===== src/rtl/multicycle_ctrl.sv =====
// Multicycle RISC-V control FSM: sequences fetch/decode/execute/memory/writeback and decodes datapath controls.
// Outputs are combinational from state and instruction fields; FETCH, MEMREAD and MEMWRITE stall on mem_ready.
module multicycle_ctrl (
    input  logic        clk,
    input  logic        reset,
    input  logic [6:0]  opcode,
    input  logic [2:0]  funct3,
    input  logic [6:0]  funct7,
    input  logic        Zero,
    input  logic        mem_ready,
    output logic        PCWrite,
    output logic        IRWrite,
    output logic        RegWrite,
    output logic        MemWrite,
    output logic        MemRead,
    output logic        AdrSrc,
    output logic [1:0]  ALUSrcA,
    output logic [1:0]  ALUSrcB,
    output logic [1:0]  ResultSrc,
    output logic [2:0]  ImmSrc,
    output logic [4:0]  ALUControl,
    output logic [3:0]  state,
    output logic        retire,
    output logic        illegal,
    output logic [31:0] instret
);

    typedef enum logic [3:0] {
        S_FETCH    = 4'd0,
        S_DECODE   = 4'd1,
        S_MEMADR   = 4'd2,
        S_MEMREAD  = 4'd3,
        S_MEMWB    = 4'd4,
        S_MEMWRITE = 4'd5,
        S_EXECR    = 4'd6,
        S_EXECI    = 4'd7,
        S_ALUWB    = 4'd8,
        S_BRANCH   = 4'd9,
        S_JAL      = 4'd10,
        S_JALR     = 4'd11,
        S_LUI      = 4'd12,
        S_TRAP     = 4'd15
    } state_t;

    localparam logic [6:0] OP_LOAD   = 7'b0000011;
    localparam logic [6:0] OP_STORE  = 7'b0100011;
    localparam logic [6:0] OP_RTYPE  = 7'b0110011;
    localparam logic [6:0] OP_ITYPE  = 7'b0010011;
    localparam logic [6:0] OP_BRANCH = 7'b1100011;
    localparam logic [6:0] OP_JAL    = 7'b1101111;
    localparam logic [6:0] OP_JALR   = 7'b1100111;
    localparam logic [6:0] OP_LUI    = 7'b0110111;

    localparam logic [4:0] ALU_ADD   = 5'b00000;
    localparam logic [4:0] ALU_SUB   = 5'b00001;
    localparam logic [4:0] ALU_AND   = 5'b00010;
    localparam logic [4:0] ALU_OR    = 5'b00011;
    localparam logic [4:0] ALU_XOR   = 5'b00100;
    localparam logic [4:0] ALU_SLL   = 5'b00101;
    localparam logic [4:0] ALU_SRL   = 5'b00110;
    localparam logic [4:0] ALU_SRA   = 5'b00111;
    localparam logic [4:0] ALU_SLTU  = 5'b01000;
    localparam logic [4:0] ALU_SLT   = 5'b01001;
    localparam logic [4:0] ALU_PASSB = 5'b10000;

    state_t      state_q, state_d;
    logic        illegal_q, illegal_d;
    logic [31:0] instret_q, instret_d;

    logic        pc_w, ir_w, reg_w, mem_w, mem_r, ret;
    logic [4:0]  r_alu, i_alu;
    logic        r_ok, i_ok;
    logic [2:0]  dec_imm;

    // ALU op decode for register and immediate arithmetic; *_ok low flags encodings with no defined op.
    always_comb begin
        r_ok  = 1'b1;
        r_alu = ALU_ADD;
        case ({funct7, funct3})
            {7'h00, 3'b000}: r_alu = ALU_ADD;
            {7'h00, 3'b001}: r_alu = ALU_SLL;
            {7'h00, 3'b010}: r_alu = ALU_SLT;
            {7'h00, 3'b011}: r_alu = ALU_SLTU;
            {7'h00, 3'b100}: r_alu = ALU_XOR;
            {7'h00, 3'b101}: r_alu = ALU_SRL;
            {7'h00, 3'b110}: r_alu = ALU_OR;
            {7'h00, 3'b111}: r_alu = ALU_AND;
            {7'h20, 3'b000}: r_alu = ALU_SUB;
            {7'h20, 3'b101}: r_alu = ALU_SRA;
            default:         r_ok  = 1'b0;
        endcase

        i_ok  = 1'b1;
        i_alu = ALU_ADD;
        case (funct3)
            3'b000: i_alu = ALU_ADD;
            3'b010: i_alu = ALU_SLT;
            3'b011: i_alu = ALU_SLTU;
            3'b100: i_alu = ALU_XOR;
            3'b110: i_alu = ALU_OR;
            3'b111: i_alu = ALU_AND;
            3'b001: begin
                i_alu = ALU_SLL;
                i_ok  = (funct7 == 7'h00);
            end
            default: begin
                if (funct7 == 7'h00) begin
                    i_alu = ALU_SRL;
                end else if (funct7 == 7'h20) begin
                    i_alu = ALU_SRA;
                end else begin
                    i_ok = 1'b0;
                end
            end
        endcase

        case (opcode)
            OP_STORE:  dec_imm = 3'b001;
            OP_BRANCH: dec_imm = 3'b010;
            OP_JAL:    dec_imm = 3'b011;
            OP_LUI:    dec_imm = 3'b100;
            default:   dec_imm = 3'b000;
        endcase
    end

    always_comb begin
        state_d    = state_q;
        pc_w       = 1'b0;
        ir_w       = 1'b0;
        reg_w      = 1'b0;
        mem_w      = 1'b0;
        mem_r      = 1'b0;
        ret        = 1'b0;
        AdrSrc     = 1'b0;
        ALUSrcA    = 2'b00;
        ALUSrcB    = 2'b00;
        ResultSrc  = 2'b00;
        ImmSrc     = 3'b000;
        ALUControl = ALU_ADD;
        case (state_q)
            S_FETCH: begin
                mem_r     = 1'b1;
                ALUSrcB   = 2'b10;
                ResultSrc = 2'b10;
                ir_w      = mem_ready;
                pc_w      = mem_ready;
                if (mem_ready) state_d = S_DECODE;
            end
            S_DECODE: begin
                ALUSrcA = 2'b01;
                ALUSrcB = 2'b01;
                ImmSrc  = dec_imm;
                case (opcode)
                    OP_LOAD, OP_STORE: state_d = S_MEMADR;
                    OP_RTYPE:          state_d = S_EXECR;
                    OP_ITYPE:          state_d = S_EXECI;
                    OP_BRANCH:         state_d = S_BRANCH;
                    OP_JAL:            state_d = S_JAL;
                    OP_JALR:           state_d = S_JALR;
                    OP_LUI:            state_d = S_LUI;
                    default:           state_d = S_TRAP;
                endcase
            end
            S_MEMADR: begin
                ALUSrcA = 2'b10;
                ALUSrcB = 2'b01;
                ImmSrc  = (opcode == OP_LOAD) ? 3'b000 : 3'b001;
                state_d = (opcode == OP_LOAD) ? S_MEMREAD : S_MEMWRITE;
            end
            S_MEMREAD: begin
                mem_r  = 1'b1;
                AdrSrc = 1'b1;
                if (mem_ready) state_d = S_MEMWB;
            end
            S_MEMWB: begin
                ResultSrc = 2'b01;
                reg_w     = 1'b1;
                ret       = 1'b1;
                state_d   = S_FETCH;
            end
            S_MEMWRITE: begin
                AdrSrc = 1'b1;
                mem_w  = 1'b1;
                if (mem_ready) begin
                    ret     = 1'b1;
                    state_d = S_FETCH;
                end
            end
            S_EXECR: begin
                ALUSrcA    = 2'b10;
                ALUControl = r_alu;
                state_d    = r_ok ? S_ALUWB : S_TRAP;
            end
            S_EXECI: begin
                ALUSrcA    = 2'b10;
                ALUSrcB    = 2'b01;
                ALUControl = i_alu;
                state_d    = i_ok ? S_ALUWB : S_TRAP;
            end
            S_ALUWB: begin
                reg_w   = 1'b1;
                ret     = 1'b1;
                state_d = S_FETCH;
            end
            S_BRANCH: begin
                ALUSrcA    = 2'b10;
                ALUControl = ALU_SUB;
                ImmSrc     = 3'b010;
                case (funct3)
                    3'b000: begin
                        pc_w    = Zero;
                        ret     = 1'b1;
                        state_d = S_FETCH;
                    end
                    3'b001: begin
                        pc_w    = ~Zero;
                        ret     = 1'b1;
                        state_d = S_FETCH;
                    end
                    default: state_d = S_TRAP;
                endcase
            end
            S_JAL: begin
                ALUSrcA = 2'b01;
                ALUSrcB = 2'b10;
                pc_w    = 1'b1;
                state_d = S_ALUWB;
            end
            S_JALR: begin
                ALUSrcA   = 2'b10;
                ALUSrcB   = 2'b01;
                ResultSrc = 2'b10;
                pc_w      = 1'b1;
                state_d   = S_JAL;
            end
            S_LUI: begin
                ALUSrcB    = 2'b01;
                ImmSrc     = 3'b100;
                ALUControl = ALU_PASSB;
                state_d    = S_ALUWB;
            end
            S_TRAP:  state_d = S_TRAP;
            default: state_d = S_TRAP;
        endcase
    end

    // Enables and retire are masked while reset is high so nothing commits in the reset cycle.
    assign PCWrite  = pc_w  & ~reset;
    assign IRWrite  = ir_w  & ~reset;
    assign RegWrite = reg_w & ~reset;
    assign MemWrite = mem_w & ~reset;
    assign MemRead  = mem_r & ~reset;
    assign retire   = ret   & ~reset;

    assign illegal_d = illegal_q | (state_d == S_TRAP);
    assign instret_d = instret_q + {31'd0, retire};

    always_ff @(posedge clk) begin
        if (reset) begin
            state_q   <= S_FETCH;
            illegal_q <= 1'b0;
            instret_q <= 32'd0;
        end else begin
            state_q   <= state_d;
            illegal_q <= illegal_d;
            instret_q <= instret_d;
        end
    end

    assign state   = state_q;
    assign illegal = illegal_q;
    assign instret = instret_q;

endmodule


===== config.mk =====
export PLATFORM = sky130hd
export DESIGN_NAME = multicycle_ctrl
export DESIGN_NICKNAME = d
export VERILOG_FILES = /design/src/rtl/multicycle_ctrl.sv
export SDC_FILE = /design/constraint.sdc
export NUM_CORES = 1
export LEC_CHECK = 0
export CAP_MARGIN = 20
export CORE_ASPECT_RATIO = 2
export CORE_UTILIZATION = 30
export CTS_CLUSTER_DIAMETER = 200
export DETAILED_ROUTE_END_ITERATION = 8
export PLACE_DENSITY_LB_ADDON = 0.15
export SLEW_MARGIN = 40
export SYNTH_ARGS = -nofsm -noshare
export SYNTH_HDL_FRONTEND = slang
export SYNTH_SLANG_ARGS = --single-unit
export TNS_END_PERCENT = 50

===== constraint.sdc =====
create_clock -name clk -period 3.6 [get_ports clk]
set_input_delay 0.72 -clock clk [delete_from_list [all_inputs] [get_ports clk]]
set_output_delay 0.72 -clock clk [all_outputs]
set_load 0.01 [all_outputs]

* Yosys cells after proc, flatten, opt, wreduce, memory -nomap -nowiden
Index checks and enable logic that the tools add are counted.
** Word-level totals
- Flip-flop bits (word level) :: 37
- Output and inout bits :: 58
** Operators by class
- Reduce and logical (&&, ||, !) cells :: 18
- $add $sub $neg :: 1
- Multiplexer cells :: 34
- Eq/ne operators :: 37
- Bitwise logic cells :: 9
** Operators by type and width (count)
- 4-bit one-hot mux with 7 select lines :: 2
- 4-bit one-hot mux with 11 select lines :: 1
- 10-bit by 3-bit == test with 1-bit output (second input constant) :: 4
- 4-bit one-hot mux with 9 select lines :: 1
- 32-bit by 1-bit adder with 32-bit output :: 1
- 7-bit by 6-bit == test with 1-bit output (second input constant) :: 4
- 4-bit == test (second input constant) :: 6
- 3-bit one-hot mux with 4 select lines :: 2
- 7-bit == test (second input constant) :: 3
- 10-bit by 2-bit == test with 1-bit output (second input constant) :: 2
- 10-bit by 9-bit == test with 1-bit output (second input constant) :: 2
- 5-bit one-hot mux with 4 select lines :: 1
- 2-bit OR reduction :: 10
- 4-bit by 3-bit == test with 1-bit output (second input constant) :: 4
- 4-bit 2-to-1 mux :: 4
- 3-bit 2-to-1 mux :: 5
- 2-bit one-hot mux with 2 select lines :: 3
- 1-bit 2-to-1 mux :: 11
- 10-bit by 1-bit == test with 1-bit output (second input constant) :: 1
- 10-bit logical NOT :: 1
- 10-bit OR reduction :: 1
- 5-bit OR reduction :: 2
- 3-bit == test (second input constant) :: 3
- 4-bit by 2-bit == test with 1-bit output (second input constant) :: 2
- 14 further kinds :: 23

* Logic depth before layout (Yosys ltp)
Gate-level depths: netlist of run 1.
- Depth in word-level cells :: 8
- Gate-level depth with buffers :: 12
- Depth with buffers taken out :: 11

* Worst setup path after synthesis of run 1
No wires, ideal clock.
- Path kind :: input -> register
- Start point :: input port funct3[2]
- End point :: register instret_q[24] (netlist: instret[24])
- Cell stages on the path :: 11
- Arrival time :: 2.913 ns
- Setup time :: 0.128 ns
- Data required time :: 3.472 ns
- Slack :: 0.560 ns
- Cells stage by stage :: buf_2 nor2_1 a21oi_1 nor4_1 ha_1 ha_1 nand3_1 nor3_4 nand3_1 xor2_1 nor2_1
** On the way
- Longest elaborated chain between the ends :: 6
** Ends and longest elaborated chain
- from (decl) :: RTL line 7 : input logic [2:0] funct3,
- 3-bit by 1-bit == test with 1-bit output / 3-bit logical NOT (equally long branches) :: RTL line 209 : case (funct3)
- 2-bit OR reduction (no line) (*)
- 1-bit 2-to-1 mux (*) :: RTL line 209
- 1-bit one-hot mux with 3 select lines (*) :: RTL line 140 : case (state_q)
- 1-bit bitwise AND (*) :: RTL line 253 : assign retire = ret & ~reset;
- via retire :: RTL line 23 : output logic retire,
- 32-bit by 1-bit adder with 32-bit output (*) :: RTL line 256 : assign instret_d = instret_q + {31'd0, retire};
- to (signal assigned) :: RTL line 266 : instret_q <= instret_d;
- to (decl) :: RTL line 68 : logic [31:0] instret_q, instret_d;
The timed path passes the listed nets; every way through them passes the cells marked *.
A chain may end at the register's enable or synchronous reset.

* Worst setup path after layout of run 1
- Start point :: input port opcode[1]
- End point :: output port ImmSrc[0]
** On the way
- Longest elaborated chain between the ends :: 3
** Ends and longest elaborated chain
- from (decl) :: RTL line 6 : input logic [6:0] opcode,
- 7-bit by 6-bit == test with 1-bit output (tied with other cells) :: RTL line 117 : case (opcode)
- 3-bit one-hot mux with 4 select lines / 1-bit 2-to-1 mux (equally long branches) :: RTL line 117, 167
- 3-bit one-hot mux with 4 select lines (*) :: RTL line 140
- to (decl) :: RTL line 20 : output logic [2:0] ImmSrc,
Mark *: on every way between the ends. The rest lies on a longest branch, timed or not.

==> flow_metrics.tcl, run 1 <==
set metrics [dict create \
    terminus_of_the_critical_flop_to_flop_path "instret[14]" \
    synthesis.area_um2 2390 \
    pin_count 79 \
    fp.dieArea_um2 8340 \
    antenna_left 0 \
    cts.hold.buffers_added 0 \
    clk-insertion-delay-late_ns 0.28 \
    layout.cells.non_filler 477 \
    first_iter_violations 78 \
    first_global_vias 2341 \
    shortest_period_the_worst_path_allows_ns 3.37 \
    fmax_mhz 297 \
    timing.setup.tns_ns 0 \
    chipWidth_um 65.1 \
    synth-edff-count 0 \
    async_reset_ff_share_pct 0 \
    cts_htree_levels 2 \
    power.ir.vdd_worst_v 0.000189 \
    worst_hold_check_path_type "reg -> reg" \
    leakage_power_figure_uw 0.00126 \
    detail_route.first_pass.iterations 4 \
    grt_start_max_net_pins 38 \
    synth-warning-count 0 \
    rsz0062_at_grt "false" \
    finalClockSkew_ns 0.00744 \
    clk_root_buffer_cell "sky130_fd_sc_hd__clkbuf_16" \
    crit_path_frequent_cell "sky130_fd_sc_hd__clkdlybuf4s50_1" \
    timing.final.ws_setup_ns 0.231 \
    yosys_most_used_dff "sky130_fd_sc_hd__dfxtp_1" \
    hold_viol_final 0 \
    cts_made_buffers 5 \
    grt_first_pass_wirelength_um 10900 \
    setup_violations 0 \
    die-height_um 128 \
    detail_route.drc_violations 0 \
    synth.lib_cells_used.distinct 54 \
    critPathMaxStageDelay_ns 0.50 \
    run_status "completed" \
    detail_route.wirelength_um 6650 \
    tritoncts_num_sinks 37 \
    worst-r2r-cell-count 10 \
    dp_worst_setup_slack_ns 0.253 \
    share_of_layout_cells_above_drive_strength_1_pct 8.88 \
    startpoint_type "primary input" \
    floorplan.initialDensity_pct 31.2 \
    cp_top_family "buffers and inverters" \
    cts-resized-gates 0 \
    vias 2427 \
    cts_tree "yes" \
    synth.ff_latch_count 37 \
    regToRegStartpoint "state[3]" \
    vias_per_cell 5.09 \
    cp-endpoint "ImmSrc[0]" \
    place_congestion 0.809 \
    drv.max_cap_violation_count 0 \
    globalRoute.totalOverflow 0 \
    flow.area_growth_from_synthesis_pct 42.5 \
    syn-instance-count 307 \
    total_of_buffers_placed_on_input_and_output_ports 78 \
    critPathLaunch "opcode[1]" \
    worst-path-stages 8 \
    timing.hold.worst.start "illegal" \
    clk_pin_slew_ns 0.06 \
    crit_fanout 5 \
    post_synthesis_sequential_area_ratio_pct 31.0 \
    pwr_density_cell_nw_per_um2 490 \
    rows 45 \
    clock_path_buffers 2 \
    worst-r2r-setup-slack_ns 1.01 \
    crit_chain "clkdlybuf4s50_1, nand2_1, or2_1, nor4_2, nor2b_1, a31oi_1, o21ai_0, clkdlybuf4s50_1" \
    cts.repair_timing.setup_buffer_count 0 \
    sum_of_buffers_and_inverters_on_the_critical_path 2 \
    avgRoutedWirePerCell_um 13.9 \
    grt_antenna_before_repair 0 \
    min_period_over_period_pct 93.6 \
    tightestPinTransition_ns 0.706 \
    slew_violations 0 \
    antennaDiodeCount 0 \
    cell_count_after_placement 469 \
    synth.net_count 330 \
    critical_path.endpoint_type "primary output" \
    crit_required_ns 2.88 \
    core_um2 7660 \
    timing.critical_path.slowest_stage_cell "sky130_fd_sc_hd__clkdlybuf4s50_1" \
    synthesis.area_per_instance_um2 7.77 \
    max_slew_margin_pct 52.9 \
    grtUsageTotal_pct 16.9 \
    setup.worst_path.class "in -> out" \
    crit_arrival_ns 2.65 \
    detailedPlacementHpwl_um 5160 \
    final_nets 405 \
]
power by group:
| group | internal (uW) | total, uW | switching (uW) |
|---|---|---|---|
| logic | 374 | 755 | 381 |
| registers | 433 | 487 | 53.6 |
| clock network | 254 | 423 | 170 |
synthesized netlist by cell type, types with 3 or more instances:
cell                        n  share of area [%]
sky130_fd_sc_hd__or3_1      5                1.3
sky130_fd_sc_hd__a211oi_1   4                1.3
sky130_fd_sc_hd__xnor2_1    9                3.3
sky130_fd_sc_hd__nor2b_1   10                2.6
sky130_fd_sc_hd__nand4_1    6                1.6
sky130_fd_sc_hd__o22ai_1    3               0.79
sky130_fd_sc_hd__xor2_1    24                8.8
sky130_fd_sc_hd__inv_1      8                1.3
sky130_fd_sc_hd__nand2b_1   3               0.79
sky130_fd_sc_hd__nor3_1    10                2.1
sky130_fd_sc_hd__nor4_1     5                1.3
sky130_fd_sc_hd__a31oi_1    5                1.3
sky130_fd_sc_hd__nand3_1   13                2.7
sky130_fd_sc_hd__a21oi_1   16                3.4
sky130_fd_sc_hd__nor2_1    46                7.2
sky130_fd_sc_hd__o21ai_0   13                2.7
sky130_fd_sc_hd__and4_1     4                1.5
sky130_fd_sc_hd__buf_2      7                1.5
sky130_fd_sc_hd__dfxtp_1   37                 31
sky130_fd_sc_hd__and3_1     8                2.1
sky130_fd_sc_hd__nand2_1   22                3.5
sky130_fd_sc_hd__clkbuf_1   9                1.4
sequential cells by signal (all words and copies together), names as in the netlist:
register and cells:
illegal 1, instret 32, state 4
how the worst min path moves through the flow:
stage	end	slack, ns	depth (start not counted)
after floorplan	illegal	0.49	2
after global placement	illegal	0.46	2
after detailed placement	illegal	0.48	2
after CTS	illegal	0.49	2
after global routing	illegal	0.55	2
final	illegal	0.48	2
cells in the final DEF (no fill, tap or decap), types with 6 or more instances in the layout:
cell type,Yosys,final
sky130_fd_sc_hd__clkdlybuf4s50_1,0,78
sky130_fd_sc_hd__nor2_1,46,46
sky130_fd_sc_hd__dfxtp_1,37,37
sky130_fd_sc_hd__xor2_1,24,24
sky130_fd_sc_hd__nand2_1,22,22
sky130_fd_sc_hd__a21oi_1,16,16
sky130_fd_sc_hd__nand3_1,13,13
sky130_fd_sc_hd__o21ai_0,13,13
sky130_fd_sc_hd__nor3_1,10,10
sky130_fd_sc_hd__nor2b_1,10,10
sky130_fd_sc_hd__buf_4,1,10
sky130_fd_sc_hd__xnor2_1,9,9
sky130_fd_sc_hd__and3_1,8,8
sky130_fd_sc_hd__inv_1,8,8
sky130_fd_sc_hd__nand4_1,6,6
logic make-up (layout without fill, tap and decap cells):
kind of cell               after synthesis  count (layout)  share of synthesized area, %
AOI/OAI and AO/OA                       54              54                          14.1
xor gates and xnor gates                33              33                          12.1
adders and majority gates                3               3                          1.52
buffers and inverters                   29             105                          5.72
DFF                                     37              37                          31.0
muxes                                    1               1                         0.472
and+or+nand+nor                        150             150                          35.1
final cells by class:
cell class	instances	area, um^2
Inverter	9	33.8
Clock inverter	3	17.5
Clock buffer	5	125
Timing Repair Buffer	88	856
Fill cell	826	4260
Tap cell	94	118
Multi-Input combinational cell	241	1510
Sequential cell	37	741
worst register-to-register path: stages (launching register included):
cell,delay (ns)
sky130_fd_sc_hd__dfxtp_1,0.54
sky130_fd_sc_hd__xor2_1,0.22
sky130_fd_sc_hd__inv_1,0.08
sky130_fd_sc_hd__nor4_1,0.37
sky130_fd_sc_hd__ha_1,0.25
sky130_fd_sc_hd__ha_1,0.17
sky130_fd_sc_hd__nand3_1,0.16
sky130_fd_sc_hd__nor2_1,0.31
sky130_fd_sc_hd__and3_1,0.21
sky130_fd_sc_hd__xnor2_1,0.11
sky130_fd_sc_hd__nor2_1,0.05
per-layer routing:
metal	routed length (um)	share of wire (%)	global-route usage, %	vias up
met5	0	0	0	-
met3	286	4.3	3.11	10
met2	3850	58	33.8	72
met4	142	2.1	7.29	0
met1	2380	36	15.7	1128
li1	-	-	-	1217
per-stage QoR:
step / instance area [um^2] / power, uW / util [%] / hold WS [ns]
after global routing: 3400 / 1780 / 44.4 / 0.547
after detailed placement: 3260 / 1250 / 42.5 / 0.478
after CTS: 3400 / 1690 / 44.4 / 0.488
final: 3400 / 1670 / 44.4 / 0.484
after floorplan: 2390 / 940 / - / 0.486
after global placement: 3260 / 1260 / 42.5 / 0.463
No activity file was read; power rests on OpenSTA's default activity.
==> inputs of run 2 (changes only) <==
--- a/config.mk
+++ b/config.mk
@@ -6,7 +6,6 @@
 export NUM_CORES = 1
 export LEC_CHECK = 0
 export CAP_MARGIN = 20
-export CORE_ASPECT_RATIO = 2
 export CORE_UTILIZATION = 30
 export CTS_CLUSTER_DIAMETER = 200
 export DETAILED_ROUTE_END_ITERATION = 8
==> run 2 against run 1 <==
Compared with the run above:
- combinational power about the same
- sequential share of layout area up 0.10 points
- sequential power down 2%
- critical path depth down 2
- critical path type unchanged
- critical endpoint is now PCWrite
- largest power group unchanged
- highest routed layer unchanged
==> flow_metrics.tcl, run 2 (synthesized netlist as in run 1, its figures left out) <==
set metrics [dict create \
    detail_route.drc_violations 0 \
    number_of_flip_flops_under_the_largest_register_name 32 \
    timing.critical_path.slowest_stage_cell "sky130_fd_sc_hd__clkdlybuf4s50_1" \
    rsz0062_at_grt "false" \
    cts.hold.buffers_added 0 \
    hold_viol_final 0 \
    finalClockSkew_ns 0.00380 \
    vias 2340 \
    regToRegStartpoint "state[2]" \
    worst_hold_check_path_type "reg -> reg" \
    detail_route.wirelength_um 6040 \
    crit_required_ns 2.88 \
    setup_violations 0 \
    slew_violations 0 \
    floorplan.initialDensity_pct 30.9 \
    globalRoute.totalOverflow 0 \
    run_status "completed" \
    capture_endpoint_of_the_worst_hold_path "illegal" \
    sum_of_buffers_and_inverters_on_the_critical_path 3 \
    antennaDiodeCount 0 \
    nFillCells 781 \
    first_global_vias 2193 \
    vias_per_cell 4.82 \
    cts.repair_timing.setup_buffer_count 0 \
    min_period_over_period_pct 93.7 \
    flow.area_growth_from_synthesis_pct 41.8 \
    terminus_of_the_critical_flop_to_flop_path "instret[14]" \
    avgRoutedWirePerCell_um 12.5 \
    commonest_non_fill_non_tap_cell_in_the_layout "sky130_fd_sc_hd__clkdlybuf4s50_1" \
    crit_arrival_ns 2.65 \
    leakage_power_figure_uw 0.00125 \
    place_congestion 0.780 \
    report.power.total_uw 1600 \
    cts_htree_levels 2 \
    share_of_layout_cells_above_drive_strength_1_pct 8.62 \
    critPathMaxStageDelay_ns 0.56 \
    critical_path.endpoint_type "primary output" \
    tightestPinTransition_ns 0.451 \
    crit_path_frequent_cell "sky130_fd_sc_hd__clkdlybuf4s50_1" \
    die-height_um 91.2 \
    post_dp_cell_area_um2 3270 \
    utilization_pct 43.8 \
    core_um2 7730 \
    clk_pin_slew_ns 0.07 \
    final_design_area_excluding_fillers_um2 3380 \
    grt_first_pass_wirelength_um 10300 \
    drv.max_cap_violation_count 0 \
    grtUsageTotal_pct 15.0 \
    clk_root_buffer_cell "sky130_fd_sc_hd__clkbuf_8" \
    antenna_left 0 \
    cell_count_after_placement 477 \
    clk-insertion-delay-late_ns 0.28 \
    clock_path_buffers 2 \
    first_iter_violations 76 \
    max_slew_margin_pct 69.9 \
    setup.worst_path.class "in -> out" \
    total_of_buffers_placed_on_input_and_output_ports 78 \
    detailedPlacementHpwl_um 4480 \
    grt_start_max_net_pins 37 \
    pwr_density_cell_nw_per_um2 473 \
    timing.hold.worst.start "illegal" \
    grt_antenna_before_repair 0 \
    fmax_mhz 296 \
    crit_chain "clkdlybuf4s50_1, inv_1, or3_1, mux2_2, nor3_1, clkdlybuf4s50_1" \
    shortest_period_the_worst_path_allows_ns 3.37 \
    power.ir.vdd_worst_v 0.000146 \
    cts_tree "yes" \
    timing.setup.tns_ns 0 \
    tritoncts_num_sinks 37 \
    startpoint_type "primary input" \
    cp_top_family "buffers and inverters" \
    pin_count 79 \
    crit_fanout 4 \
    worst-r2r-cell-count 10 \
    worst-r2r-setup-slack_ns 0.89 \
    most-common-layout-cells "78 x sky130_fd_sc_hd__clkdlybuf4s50_1, 46 x sky130_fd_sc_hd__nor2_1, 37 x sky130_fd_sc_hd__dfxtp_1" \
    fp.dieArea_um2 8310 \
    cts_made_buffers 5 \
    chipWidth_um 91.2 \
    final_nets 405 \
    cts-resized-gates 0 \
    rows 32 \
    layout.cells.non_filler 485 \
    timing.hold.worst_path_depth 2 \
    detail_route.first_pass.iterations 4 \
]
-- run 2: cell types whose count changed in the layout (fill, tap and decap cells not counted) --
cell / before / now
sky130_fd_sc_hd__clkbuf_8: 0 / 6
sky130_fd_sc_hd__clkbuf_16: 5 / 0
sky130_fd_sc_hd__clkinv_2: 2 / 0
sky130_fd_sc_hd__bufinv_16: 0 / 1
sky130_fd_sc_hd__clkbuf_1: 0 / 1
sky130_fd_sc_hd__clkinvlp_4: 1 / 0
-- run 2: final cells by class --
class | instances | area, um^2 | area share [%]
multi-input cells | 241 | 1510 | 44.6
well taps | 102 | 128 | 3.77
inverters | 9 | 33.8 | 0.999
clock inverters | 1 | 30.0 | 0.888
repair buffers | 88 | 856 | 25.3
clock buffers | 7 | 86.3 | 2.55
flip-flops and latches | 37 | 741 | 21.9
-- run 2: worst max-delay path by stage --
stage	from	to	cells after the start
2_1_floorplan	funct3[2]	instret[24]	11
3_3_place_gp	opcode[1]	ImmSrc[0]	8
3_5_place_dp	mem_ready	PCWrite	6
4_1_cts	funct3[0]	PCWrite	6
5_1_grt	opcode[0]	ImmSrc[0]	8
6_report	mem_ready	PCWrite	6
-- run 2: per-stage QoR --
step	hold WS, ns	worst slack [ns]
finish	0.478	0.227
CTS	0.491	0.218
global route	0.514	0.0614
detailed placement	0.471	0.235
floorplan	0.486	0.560
global placement	0.463	0.230
-- run 2: power breakdown --
group	total (uW)	switching (uW)	internal, uW
sequential	478	45.7	433
combinational	757	377	380
clock	366	140	226
-- run 2: routing by layer --
metal | global-route usage [%] | vias to the layer above | share of wire (%)
met5 | 0 | - | 0
met4 | 3.17 | 0 | 0.38
met3 | 3.35 | 2 | 5.0
met2 | 22.8 | 51 | 42
met1 | 21.4 | 1071 | 52
li1 | - | 1216 | -
-- run 2: worst reg2reg max path: stages (launching register included) --
cell and delay [ns]:
sky130_fd_sc_hd__dfxtp_1 0.60, sky130_fd_sc_hd__xor2_1 0.22, sky130_fd_sc_hd__inv_1 0.08, sky130_fd_sc_hd__nor4_1 0.37
sky130_fd_sc_hd__ha_1 0.26, sky130_fd_sc_hd__ha_1 0.25, sky130_fd_sc_hd__nand3_1 0.20, sky130_fd_sc_hd__nor2_1 0.26
sky130_fd_sc_hd__and3_1 0.20, sky130_fd_sc_hd__xnor2_1 0.11, sky130_fd_sc_hd__nor2_1 0.05
